==> config.mk <==
export PLATFORM = sky130hd
export DESIGN_NAME = attention_score_row_drain
export DESIGN_NICKNAME = d
export VERILOG_FILES = /design/src/rtl/attn_pkg.sv /design/src/rtl/sync_fifo.sv /design/src/rtl/attention_score_row_drain.sv
export SDC_FILE = /design/constraint.sdc
export NUM_CORES = 1
export LEC_CHECK = 0
export BUFFER_PORTS_ARGS = -buffer_cell sky130_fd_sc_hd__buf_2
export CAP_MARGIN = 40
export CORE_ASPECT_RATIO = 0.75
export CORE_MARGIN = 2
export CORE_UTILIZATION = 50
export DETAILED_ROUTE_END_ITERATION = 8
export GPL_TIMING_DRIVEN = 0
export PLACE_DENSITY = 0.75
export SLEW_MARGIN = 20
export SYNTH_ARGS = -nofsm -noshare
export SYNTH_HDL_FRONTEND = slang
export SYNTH_HIERARCHICAL = 1
export SYNTH_SLANG_ARGS = --single-unit
==> constraint.sdc <==
create_clock -name clk -period 7.75 [get_ports clk]
set_clock_uncertainty 0.15 [all_clocks]
set_input_delay 0.3875 -clock clk [delete_from_list [all_inputs] [get_ports clk]]
set_output_delay 0.3875 -clock clk [all_outputs]
set_load 0.005 [all_outputs]
==> src/rtl/attn_pkg.sv <==
// Shared types and helpers for the attention-score drain path.
// FP32 ordering is done on an unsigned "order key" so that the whole float
// line (including -0 < +0) compares with a single unsigned compare.
package attn_pkg;

    typedef logic [31:0] fp32_t;

    typedef enum logic [0:0] {
        DRAIN_IDLE = 1'b0,
        DRAIN_RUN  = 1'b1
    } drain_state_e;

    // Map an FP32 bit pattern to a key whose unsigned order matches float order.
    // Negative values are bit-inverted, positives get the sign bit forced high.
    // NaNs are not special-cased; they simply sort by their bit pattern.
    function automatic logic [31:0] fp32_order_key(input fp32_t value);
        return value[31] ? ~value : (value | 32'h8000_0000);
    endfunction

    // Larger of two FP32 values under the order key; ties keep the first.
    function automatic fp32_t fp32_max(input fp32_t a, input fp32_t b);
        return (fp32_order_key(b) > fp32_order_key(a)) ? b : a;
    endfunction

endpackage

==> src/rtl/sync_fifo.sv <==
// Small synchronous FIFO with a combinational head (first-word fall-through).
// Push and pop may coincide, including when full: the pop frees the slot the
// push is written into.
module sync_fifo #(
    parameter int DATA_W     = 32,
    parameter int FIFO_DEPTH = 4,
    localparam int AW        = (FIFO_DEPTH <= 2) ? 1 : $clog2(FIFO_DEPTH),
    localparam int CNT_W     = $clog2(FIFO_DEPTH + 1)
) (
    input  logic              clk,
    input  logic              rst_n,
    input  logic              push,
    input  logic [DATA_W-1:0] push_data,
    input  logic              pop,
    output logic [DATA_W-1:0] pop_data,
    output logic              full,
    output logic              empty,
    output logic [CNT_W-1:0]  count
);

    logic [DATA_W-1:0] mem_reg [FIFO_DEPTH];
    logic [AW-1:0]     wr_ptr_reg;
    logic [AW-1:0]     rd_ptr_reg;
    logic [CNT_W-1:0]  count_reg;
    logic              do_push;
    logic              do_pop;

    // Qualify requests: never pop empty, only push into a free (or freeing) slot.
    always_comb begin
        do_pop  = pop && !empty;
        do_push = push && (!full || do_pop);
    end

    // Storage write; no reset needed because entries are only read once valid.
    always_ff @(posedge clk) begin
        if (do_push) begin
            mem_reg[wr_ptr_reg] <= push_data;
        end
    end

    // Pointer and occupancy tracking; depth is a power of two so pointers wrap.
    always_ff @(posedge clk or negedge rst_n) begin
        if (!rst_n) begin
            wr_ptr_reg <= '0;
            rd_ptr_reg <= '0;
            count_reg  <= '0;
        end else begin
            if (do_push) begin
                wr_ptr_reg <= wr_ptr_reg + 1'b1;
            end
            if (do_pop) begin
                rd_ptr_reg <= rd_ptr_reg + 1'b1;
            end
            if (do_push && !do_pop) begin
                count_reg <= count_reg + 1'b1;
            end else if (!do_push && do_pop) begin
                count_reg <= count_reg - 1'b1;
            end
        end
    end

    assign pop_data = mem_reg[rd_ptr_reg];
    assign full     = (count_reg == CNT_W'(FIFO_DEPTH));
    assign empty    = (count_reg == '0);
    assign count    = count_reg;

    // A push into a full FIFO without a same-cycle pop would lose data.
    assert property (@(posedge clk) disable iff (!rst_n) !(push && full && !pop));

endmodule

==> src/rtl/attention_score_row_drain.sv <==
// Drains the T x T attention-score buffer in row-major order, streams every
// score on a valid/ready port and emits one FP32 maximum per row.
// Reads are credit-limited: a request is only issued when the response FIFO
// is guaranteed a slot, so downstream backpressure can never drop a response.
module attention_score_row_drain #(
    parameter int T          = 8,
    parameter int DATA_W     = 32,
    parameter int FIFO_DEPTH = 4,
    localparam int T_W       = (T <= 1) ? 1 : $clog2(T)
) (
    input  logic              clk,
    input  logic              rst_n,
    input  logic              start,
    output logic              busy,
    output logic              done,
    output logic              score_re,
    output logic [T_W-1:0]    score_tq,
    output logic [T_W-1:0]    score_tk,
    input  logic [DATA_W-1:0] score_rdata,
    input  logic              score_rvalid,
    output logic              out_valid,
    input  logic              out_ready,
    output logic [DATA_W-1:0] out_data,
    output logic [T_W-1:0]    out_tq,
    output logic [T_W-1:0]    out_tk,
    output logic              out_last,
    output logic              rowmax_valid,
    output logic [T_W-1:0]    rowmax_tq,
    output logic [DATA_W-1:0] rowmax_data
);

    import attn_pkg::*;

    localparam int TOTAL = T * T;
    localparam int CNT_W = $clog2(TOTAL + 1);
    localparam int FC_W  = $clog2(FIFO_DEPTH + 1);

    drain_state_e      state_reg, state_next;

    logic [T_W-1:0]    issue_tq_reg, issue_tk_reg;
    logic [CNT_W-1:0]  issue_count_reg;
    logic              score_re_reg;
    logic [T_W-1:0]    score_tq_reg, score_tk_reg;
    logic [FC_W-1:0]   outstanding_reg;

    logic [T_W-1:0]    out_tq_reg, out_tk_reg;
    logic [DATA_W-1:0] run_max_reg;
    logic [DATA_W-1:0] row_max_next;
    logic              rowmax_valid_reg;
    logic [T_W-1:0]    rowmax_tq_reg;
    logic [DATA_W-1:0] rowmax_data_reg;
    logic              done_reg;

    logic [DATA_W-1:0] fifo_head;
    logic              fifo_full;
    logic              fifo_empty;
    logic [FC_W-1:0]   fifo_count;

    logic [FC_W:0]     credit_used;
    logic              start_accept;
    logic              issue_fire;
    logic              resp_accept;
    logic              handshake;
    logic              issue_tk_last, issue_tq_last;
    logic              out_tk_last, out_tq_last, elem_last;

    // Response buffer; its occupancy feeds back into the issue credit check.
    sync_fifo #(
        .DATA_W     (DATA_W),
        .FIFO_DEPTH (FIFO_DEPTH)
    ) u_fifo (
        .clk       (clk),
        .rst_n     (rst_n),
        .push      (resp_accept),
        .push_data (score_rdata),
        .pop       (handshake),
        .pop_data  (fifo_head),
        .full      (fifo_full),
        .empty     (fifo_empty),
        .count     (fifo_count)
    );

    // Control decode: start acceptance, credit check, handshake and index ends.
    always_comb begin
        credit_used   = {1'b0, outstanding_reg} + {1'b0, fifo_count};
        // A start coinciding with done is dropped so back-to-back pulses
        // cannot alias onto the completing sweep.
        start_accept  = (state_reg == DRAIN_IDLE) && start && !done_reg;
        issue_fire    = (state_reg == DRAIN_RUN)
                        && (issue_count_reg < CNT_W'(TOTAL))
                        && (credit_used < (FC_W + 1)'(FIFO_DEPTH));
        // Late responses after a reset are dropped: nothing is outstanding.
        resp_accept   = score_rvalid && (outstanding_reg != '0);
        handshake     = !fifo_empty && out_ready;
        issue_tk_last = (issue_tk_reg == T_W'(T - 1));
        issue_tq_last = (issue_tq_reg == T_W'(T - 1));
        out_tk_last   = (out_tk_reg == T_W'(T - 1));
        out_tq_last   = (out_tq_reg == T_W'(T - 1));
        elem_last     = out_tk_last && out_tq_last;
        row_max_next  = (out_tk_reg == '0) ? fifo_head : fp32_max(run_max_reg, fifo_head);
    end

    // FSM next state: IDLE -> RUN on start, RUN -> IDLE when the last element leaves.
    always_comb begin
        state_next = state_reg;
        case (state_reg)
            DRAIN_IDLE: if (start_accept) state_next = DRAIN_RUN;
            DRAIN_RUN:  if (handshake && elem_last) state_next = DRAIN_IDLE;
            default:    state_next = DRAIN_IDLE;
        endcase
    end

    // FSM state register.
    always_ff @(posedge clk or negedge rst_n) begin
        if (!rst_n) begin
            state_reg <= DRAIN_IDLE;
        end else begin
            state_reg <= state_next;
        end
    end

    // Read-request issue: registered request outputs and row-major issue index.
    always_ff @(posedge clk or negedge rst_n) begin
        if (!rst_n) begin
            issue_tq_reg    <= '0;
            issue_tk_reg    <= '0;
            issue_count_reg <= '0;
            score_re_reg    <= 1'b0;
            score_tq_reg    <= '0;
            score_tk_reg    <= '0;
        end else begin
            score_re_reg <= issue_fire;
            if (start_accept) begin
                issue_tq_reg    <= '0;
                issue_tk_reg    <= '0;
                issue_count_reg <= '0;
            end else if (issue_fire) begin
                score_tq_reg    <= issue_tq_reg;
                score_tk_reg    <= issue_tk_reg;
                issue_count_reg <= issue_count_reg + 1'b1;
                if (issue_tk_last) begin
                    issue_tk_reg <= '0;
                    issue_tq_reg <= issue_tq_last ? '0 : issue_tq_reg + 1'b1;
                end else begin
                    issue_tk_reg <= issue_tk_reg + 1'b1;
                end
            end
        end
    end

    // Outstanding-request counter; an issue and a response in one cycle cancel.
    always_ff @(posedge clk or negedge rst_n) begin
        if (!rst_n) begin
            outstanding_reg <= '0;
        end else if (issue_fire && !resp_accept) begin
            outstanding_reg <= outstanding_reg + 1'b1;
        end else if (!issue_fire && resp_accept) begin
            outstanding_reg <= outstanding_reg - 1'b1;
        end
    end

    // Output index, advanced by each accepted stream element.
    always_ff @(posedge clk or negedge rst_n) begin
        if (!rst_n) begin
            out_tq_reg <= '0;
            out_tk_reg <= '0;
        end else if (start_accept) begin
            out_tq_reg <= '0;
            out_tk_reg <= '0;
        end else if (handshake) begin
            if (out_tk_last) begin
                out_tk_reg <= '0;
                out_tq_reg <= out_tq_last ? '0 : out_tq_reg + 1'b1;
            end else begin
                out_tk_reg <= out_tk_reg + 1'b1;
            end
        end
    end

    // Running row maximum, row-max pulse and completion pulse.
    always_ff @(posedge clk or negedge rst_n) begin
        if (!rst_n) begin
            run_max_reg      <= '0;
            rowmax_valid_reg <= 1'b0;
            rowmax_tq_reg    <= '0;
            rowmax_data_reg  <= '0;
            done_reg         <= 1'b0;
        end else begin
            rowmax_valid_reg <= handshake && out_tk_last;
            done_reg         <= handshake && elem_last;
            if (handshake) begin
                run_max_reg <= row_max_next;
            end
            if (handshake && out_tk_last) begin
                rowmax_tq_reg   <= out_tq_reg;
                rowmax_data_reg <= row_max_next;
            end
        end
    end

    // Consistency with the credit scheme: a response never lands on a full FIFO
    // unless the head is leaving in the same cycle.
    assert property (@(posedge clk) disable iff (!rst_n)
                     !(resp_accept && fifo_full && !handshake));

    assign busy         = (state_reg == DRAIN_RUN);
    assign done         = done_reg;
    assign score_re     = score_re_reg;
    assign score_tq     = score_tq_reg;
    assign score_tk     = score_tk_reg;
    assign out_valid    = !fifo_empty;
    assign out_data     = fifo_empty ? '0 : fifo_head;
    assign out_tq       = out_tq_reg;
    assign out_tk       = out_tk_reg;
    assign out_last     = !fifo_empty && elem_last;
    assign rowmax_valid = rowmax_valid_reg;
    assign rowmax_tq    = rowmax_tq_reg;
    assign rowmax_data  = rowmax_data_reg;

endmodule
---- After elaboration in Yosys (flattened, before gate mapping) ----
Memories as Yosys holds them, arrays and structs flattened.
Index checks and enable logic that the tools add are counted.
cells by class
  $add $sub $neg .......................... 12
  $lt $le $gt $ge ......................... 3
  equal/unequal tests ..................... 5
  muxes and demuxes ....................... 30
  bitwise logic cells ..................... 4
  reduce and logical (&&, ||, !) cells .... 36
operator list
  kind                                                         number
  2-to-1 mux 32 bit                                            5
  inverter 32 bit                                              2
  2-to-1 mux 3 bit                                             18
  greater-than comparator 32 bit                               1
  adder 3 x 1 -> 3 bit (second input constant)                 6
  logical AND 1 bit                                            16
  == test 3 bit (second input constant)                        5
  2-to-1 mux 7 bit                                             2
  nonzero test 2 bit                                           6
  adder 7 x 1 -> 7 bit (second input constant)                 1
  logical NOT 1 bit                                            7
  less-than comparator 7 bit (second input constant)           1
  logical NOT 3 bit                                            2
  AND reduction 2 bit                                          3
  subtractor 3 x 1 -> 3 bit (second input constant)            2
  adder 2 x 1 -> 2 bit (second input constant)                 2
  adder 3 x 3 -> 4 bit                                         1
  less-than comparator 4 x 3 -> 1 bit (second input constant)  1
  2-to-1 mux 1 bit                                             4
  nonzero test 3 bit                                           1
  inverter 1 bit                                               2
  case mux 1 bit (2 select lines)                              1
  logical OR 1 bit                                             1
word-level totals
  bits in registers ....................... 106
  bits in writable memories ............... 128
  bits of input ports ..................... 37
  output and inout bits ................... 85
  word-level logic and storage cells ...... 109
  memories kept ........................... 1
memory list
  name            depth  bits a word  rd ports  clocked after Yosys merged registers in  wr ports  RTL line         text
  u_fifo.mem_reg  4      32           1         0                                        1         sync_fifo.sv:21  logic [DATA_W-1:0] mem_reg [FIFO_DEPTH];

---- Depth between registers and ports, before layout ----
  word-level depth ........................ 10
  mapped depth ............................ 14

---- Modules after synthesis ----
The synthesis kept the hierarchy.
modules (own cells, without submodules)
  module                     instances  cells an instance  area an instance (um2)  seq. area each (um2)
  attention_score_row_drain  1          595                5828.1                  2477.4
  sync_fifo                  1          203                5094.9                  4018.9

---- Worst setup path before layout ----
Ideal clock, no wire load.
  path kind ............................... reg-to-reg
  start ................................... reg u_fifo.rd_ptr_reg[0]
  end ..................................... reg run_max_reg[10]
  library setup time ...................... 128 ps
  arrival time ............................ 3669 ps
  required time ........................... 7472 ps
  path slack .............................. 3804 ps
  cell stages (with the launch flop) ...... 14
  buffers on the path ..................... 4
  clock period less this slack ............ 3946 ps
  cells stage by stage .................... dfrtp_1 -> buf_6 -> mux4_1 -> clkbuf_1 -> buf_1 -> xor2_1 -> ha_1 -> a21oi_1 -> o21ai_1 -> or3_1 -> o32a_2 -> o21ai_2 -> buf_4 -> mux2_1
between the ends
  longest elaborated chain between the ends .. 6
ends and longest elaborated chain
  element                           RTL line                          text
  start, declared                   sync_fifo.sv:23                   logic [AW-1:0] rd_ptr_reg;
  start signal, assigned            sync_fifo.sv:52                   rd_ptr_reg <= rd_ptr_reg + 1'b1;
  memory read (4 x 32 bit) *        -
  via fifo_head[31]                 attention_score_row_drain.sv:54   logic [DATA_W-1:0] fifo_head;
  inverter 32 bit                   attn_pkg.sv:17                    return value[31] ? ~value : (value | 32'h8000_0000);
  2-to-1 mux 32 bit *               attn_pkg.sv:17
  greater-than comparator 32 bit *  attn_pkg.sv:22                    return (fp32_order_key(b) > fp32_order_key(a)) ? b : a;
  2-to-1 mux 32 bit *               attn_pkg.sv:22
  2-to-1 mux 32 bit *               attention_score_row_drain.sv:100  row_max_next = (out_tk_reg == '0) ? fifo_head : fp32_max(run_max_reg, fifo_head);
  end signal, assigned              attention_score_row_drain.sv:192  run_max_reg <= row_max_next;
  end, declared                     attention_score_row_drain.sv:47   logic [DATA_W-1:0] run_max_reg;
The timed path passes the listed nets; every way through them passes the cells marked *.
A chain may end at the register's enable or synchronous reset.

---- Worst setup path after layout ----
  start ................................... reg u_fifo.rd_ptr_reg[1]
  end ..................................... reg run_max_reg[15]
The elaborated chain is that of the path after synthesis.

==> results.yml <==
floorplan:
  ios: 122
  die_area_um2: 23060
  initial_utilization_pct: 51.29
  rows: 46
  coreArea_um2: 21300
  die_h_um: 132
  die_w_um: 174.7
worst_setup_path:
  worstSetupStartpointType: "flop"
  r2r_start: "u_fifo/rd_ptr_reg[1]"
  crit_type: "flop to flop"
  critPathRequiredTime_ps: 7990
  cp.arrival_ps: 5180
  regToRegSetupSlack_ps: 2800
  endpoint_kind: "flop"
  r2r-end: "run_max_reg[15]"
  ff2ff_path_depth: 14
  crit_start: "u_fifo/rd_ptr_reg[1]"
  crit_path_max_fanout: 10
sta:
  worst_slew_pin_slew_ps: 795.1
  fin_tns_setup_ps: 0
  min_period_over_period_pct: 63.83
  postLayoutSetupSlackWorst_ps: 2803
  slew_headroom_pct: 47.00
  period_needed_ps: 4947
  timing.fmax_ghz: 0.2022
  setup-violations-final: 0
  rsz0062_at_grt: "false"
  hold_slack_ps: 104.1
  finalMaxSlewViolations: 0
  hold_violations: 0
clock_network:
  clk_pin_slew_ps: 60
  htree_levels: 1
  cts_made_buffers: 24
  cts_buffer_depth: 3
  cts-root-buf: "clkbuf_16"
  post_cts_resized: 0
  ctsHoldBuffers: 33
  cts_setup_buffers: 0
  cts_tree: "done"
  cts_sinks: 234
  clk_latency_ps: 520
route:
  via_count: 7227
  route.detailed.drc: 0
  post_drt_wl_per_cell_um: 19.69
  vias_per_cell: 5.602
  firstDrtPassIters: 5
  ant_nets: 0
  drt-initial-drc-count: 591
  wirelength_mm: 25.40
power_and_ir_drop:
  powerDensity_nw_per_um2: 496.8
  vdd_ir_drop_max_mv: 0.2305
  p_leak_nw: 5.271
yosys:
  yosysWarnings: 6
  seq_area_frac_synth_pct: 59.47
  synth_top_area_share_pct: 35.19
  syn_inst: 798
  async_reset_ff_share_pct: 45.30
  synth-edff-count: 128
  postSynthAreaPerCell_um2: 13.69
  yosysTopAreaCell: "edfxtp_1"
  synthFlopType: "edfxtp_1"
  ys_types: 47
  synth_common_cells: "edfxtp_1, dfrtp_1, a21oi_1, nor2_1, ha_1"
  netlist_top_cells_area: "edfxtp_1, dfrtp_1, mux4_2"
  synth-seq-cells: 234
  synth_nets: 887
  synth_area_um2: 10920
  yosysMostFrequentCell: "edfxtp_1"
min_path:
  hold_path.class: "input port to flop"
  hold_path_end: "out_tq[2]"
  min_from: "start"
  hold_depth: 3
place:
  portBuffers: 121
  gp_congestion: 0.8206
  post-place-ws_ps: 2864
  dp.final_hpwl_mm: 17.51
grt:
  grt_pass1_vias: 7301
  grt_usage_pct: 22.32
  grt_start_max_net_pins: 64
  grt_pass1_wl_mm: 40.35
  overflow: 0
  antenna_found_initial: 0
cells_and_area:
  area_growth_syn_to_layout_pct: 20.57
  finalNetCount: 1073
  largest_reg_flops: 128
  diodes: 0
  drive_above_1_share_pct: 22.06
outcome:
  status: "finished, final reports clean"
run:
  maxCapViolCount: 0
layout by cell type (no fill, tap or decap), types with 3 or more instances in the layout:
cell,count
dlygate4sd3_1,33
clkbuf_1,36
nand2_1,33
xnor2_1,36
edfxtp_1,128
nor3_1,3
xor2_1,38
clkinv_2,4
mux2_2,9
dfrtp_1,106
buf_1,7
buf_2,124
mux4_1,4
clkbuf_16,26
mux2_1,32
ha_1,50
and3_1,4
buf_4,3
a21oi_1,54
mux4_2,28
buf_6,3
buf_12,3
nor2_1,52
inv_1,15
nor2b_1,35
o21ai_0,41
o21a_1,3
a31oi_1,32
clkbuf_8,3
buf_16,5
nand4_1,9
and2_2,4
nand3_1,10
cells by family (layout without fill, tap and decap cells):
family / Yosys count / count (layout) / synth area share (%)
mux: 74 / 74 / 11.05
flops: 234 / 234 / 59.47
compound gates: 144 / 144 / 7.526
fa+ha+maj: 52 / 52 / 6.094
simple gates: 159 / 159 / 7.159
buf+inv: 61 / 265 / 2.761
xor+xnor: 74 / 74 / 5.934
how the worst max path moves through the flow:
stage | endpoint | slack [ps] | cells past startpoint
finish | run_max_reg[15] | 2800 | 14
global route | run_max_reg[15] | 2470 | 14
CTS | run_max_reg[15] | 2790 | 14
detailed placement | run_max_reg[15] | 2860 | 14
global placement | run_max_reg[16] | 2840 | 14
floorplan | run_max_reg[10] | 3800 | 13
per-stage QoR:
| stage | util (%) | cell area [µm²] | instances | total power (W) |
|---|---|---|---|---|
| floorplan | - | 10920 | 798 | 0.004268 |
| global placement | 55.83 | 11890 | 1207 | 0.005216 |
| detailed placement | 56.60 | 12050 | 1213 | 0.005349 |
| CTS | 61.84 | 13170 | 1290 | 0.006562 |
| global route | 61.84 | 13170 | 1290 | 0.007021 |
| finish | 61.84 | 13170 | 1290 | 0.006543 |
worst max-delay path: stages, from the launching register on:
cell and delay [ps]:
dfrtp_1 320, clkbuf_1 250, buf_2 350, mux4_1 200
clkbuf_1 350, buf_1 630, xor2_1 180, ha_1 350
nand4_1 190, nor4_1 510, nor2b_1 150, o32a_2 280
o21ai_2 280, buf_4 270, mux2_1 350
layer usage:
layer / share of wire, % / GRT usage [%]
met1: 45 / 32.52
met2: 46 / 34.74
met3: 6.6 / 3.460
met4: 3.0 / 7.176
met5: 0 / 0
power by group:
| group | switching, W | internal (W) |
|---|---|---|
| registers | 0.000232 | 0.00172 |
| clock network | 0.000466 | 0.000676 |
| logic | 0.00199 | 0.00146 |
| total | 0.00268 | 0.00386 |
layout make-up:
class | instances | area, µm²
Clock buffer | 37 | 721.9
Sequential cell | 234 | 6496
Clock inverter | 7 | 63.81
Fill cell | 1669 | 8125
Timing Repair Buffer | 160 | 1091
Buffer | 46 | 245.2
Multi-Input combinational cell | 503 | 4135
Tap cell | 288 | 360.3
Inverter | 15 | 56.30
No activity file was read; power rests on OpenSTA's default activity.
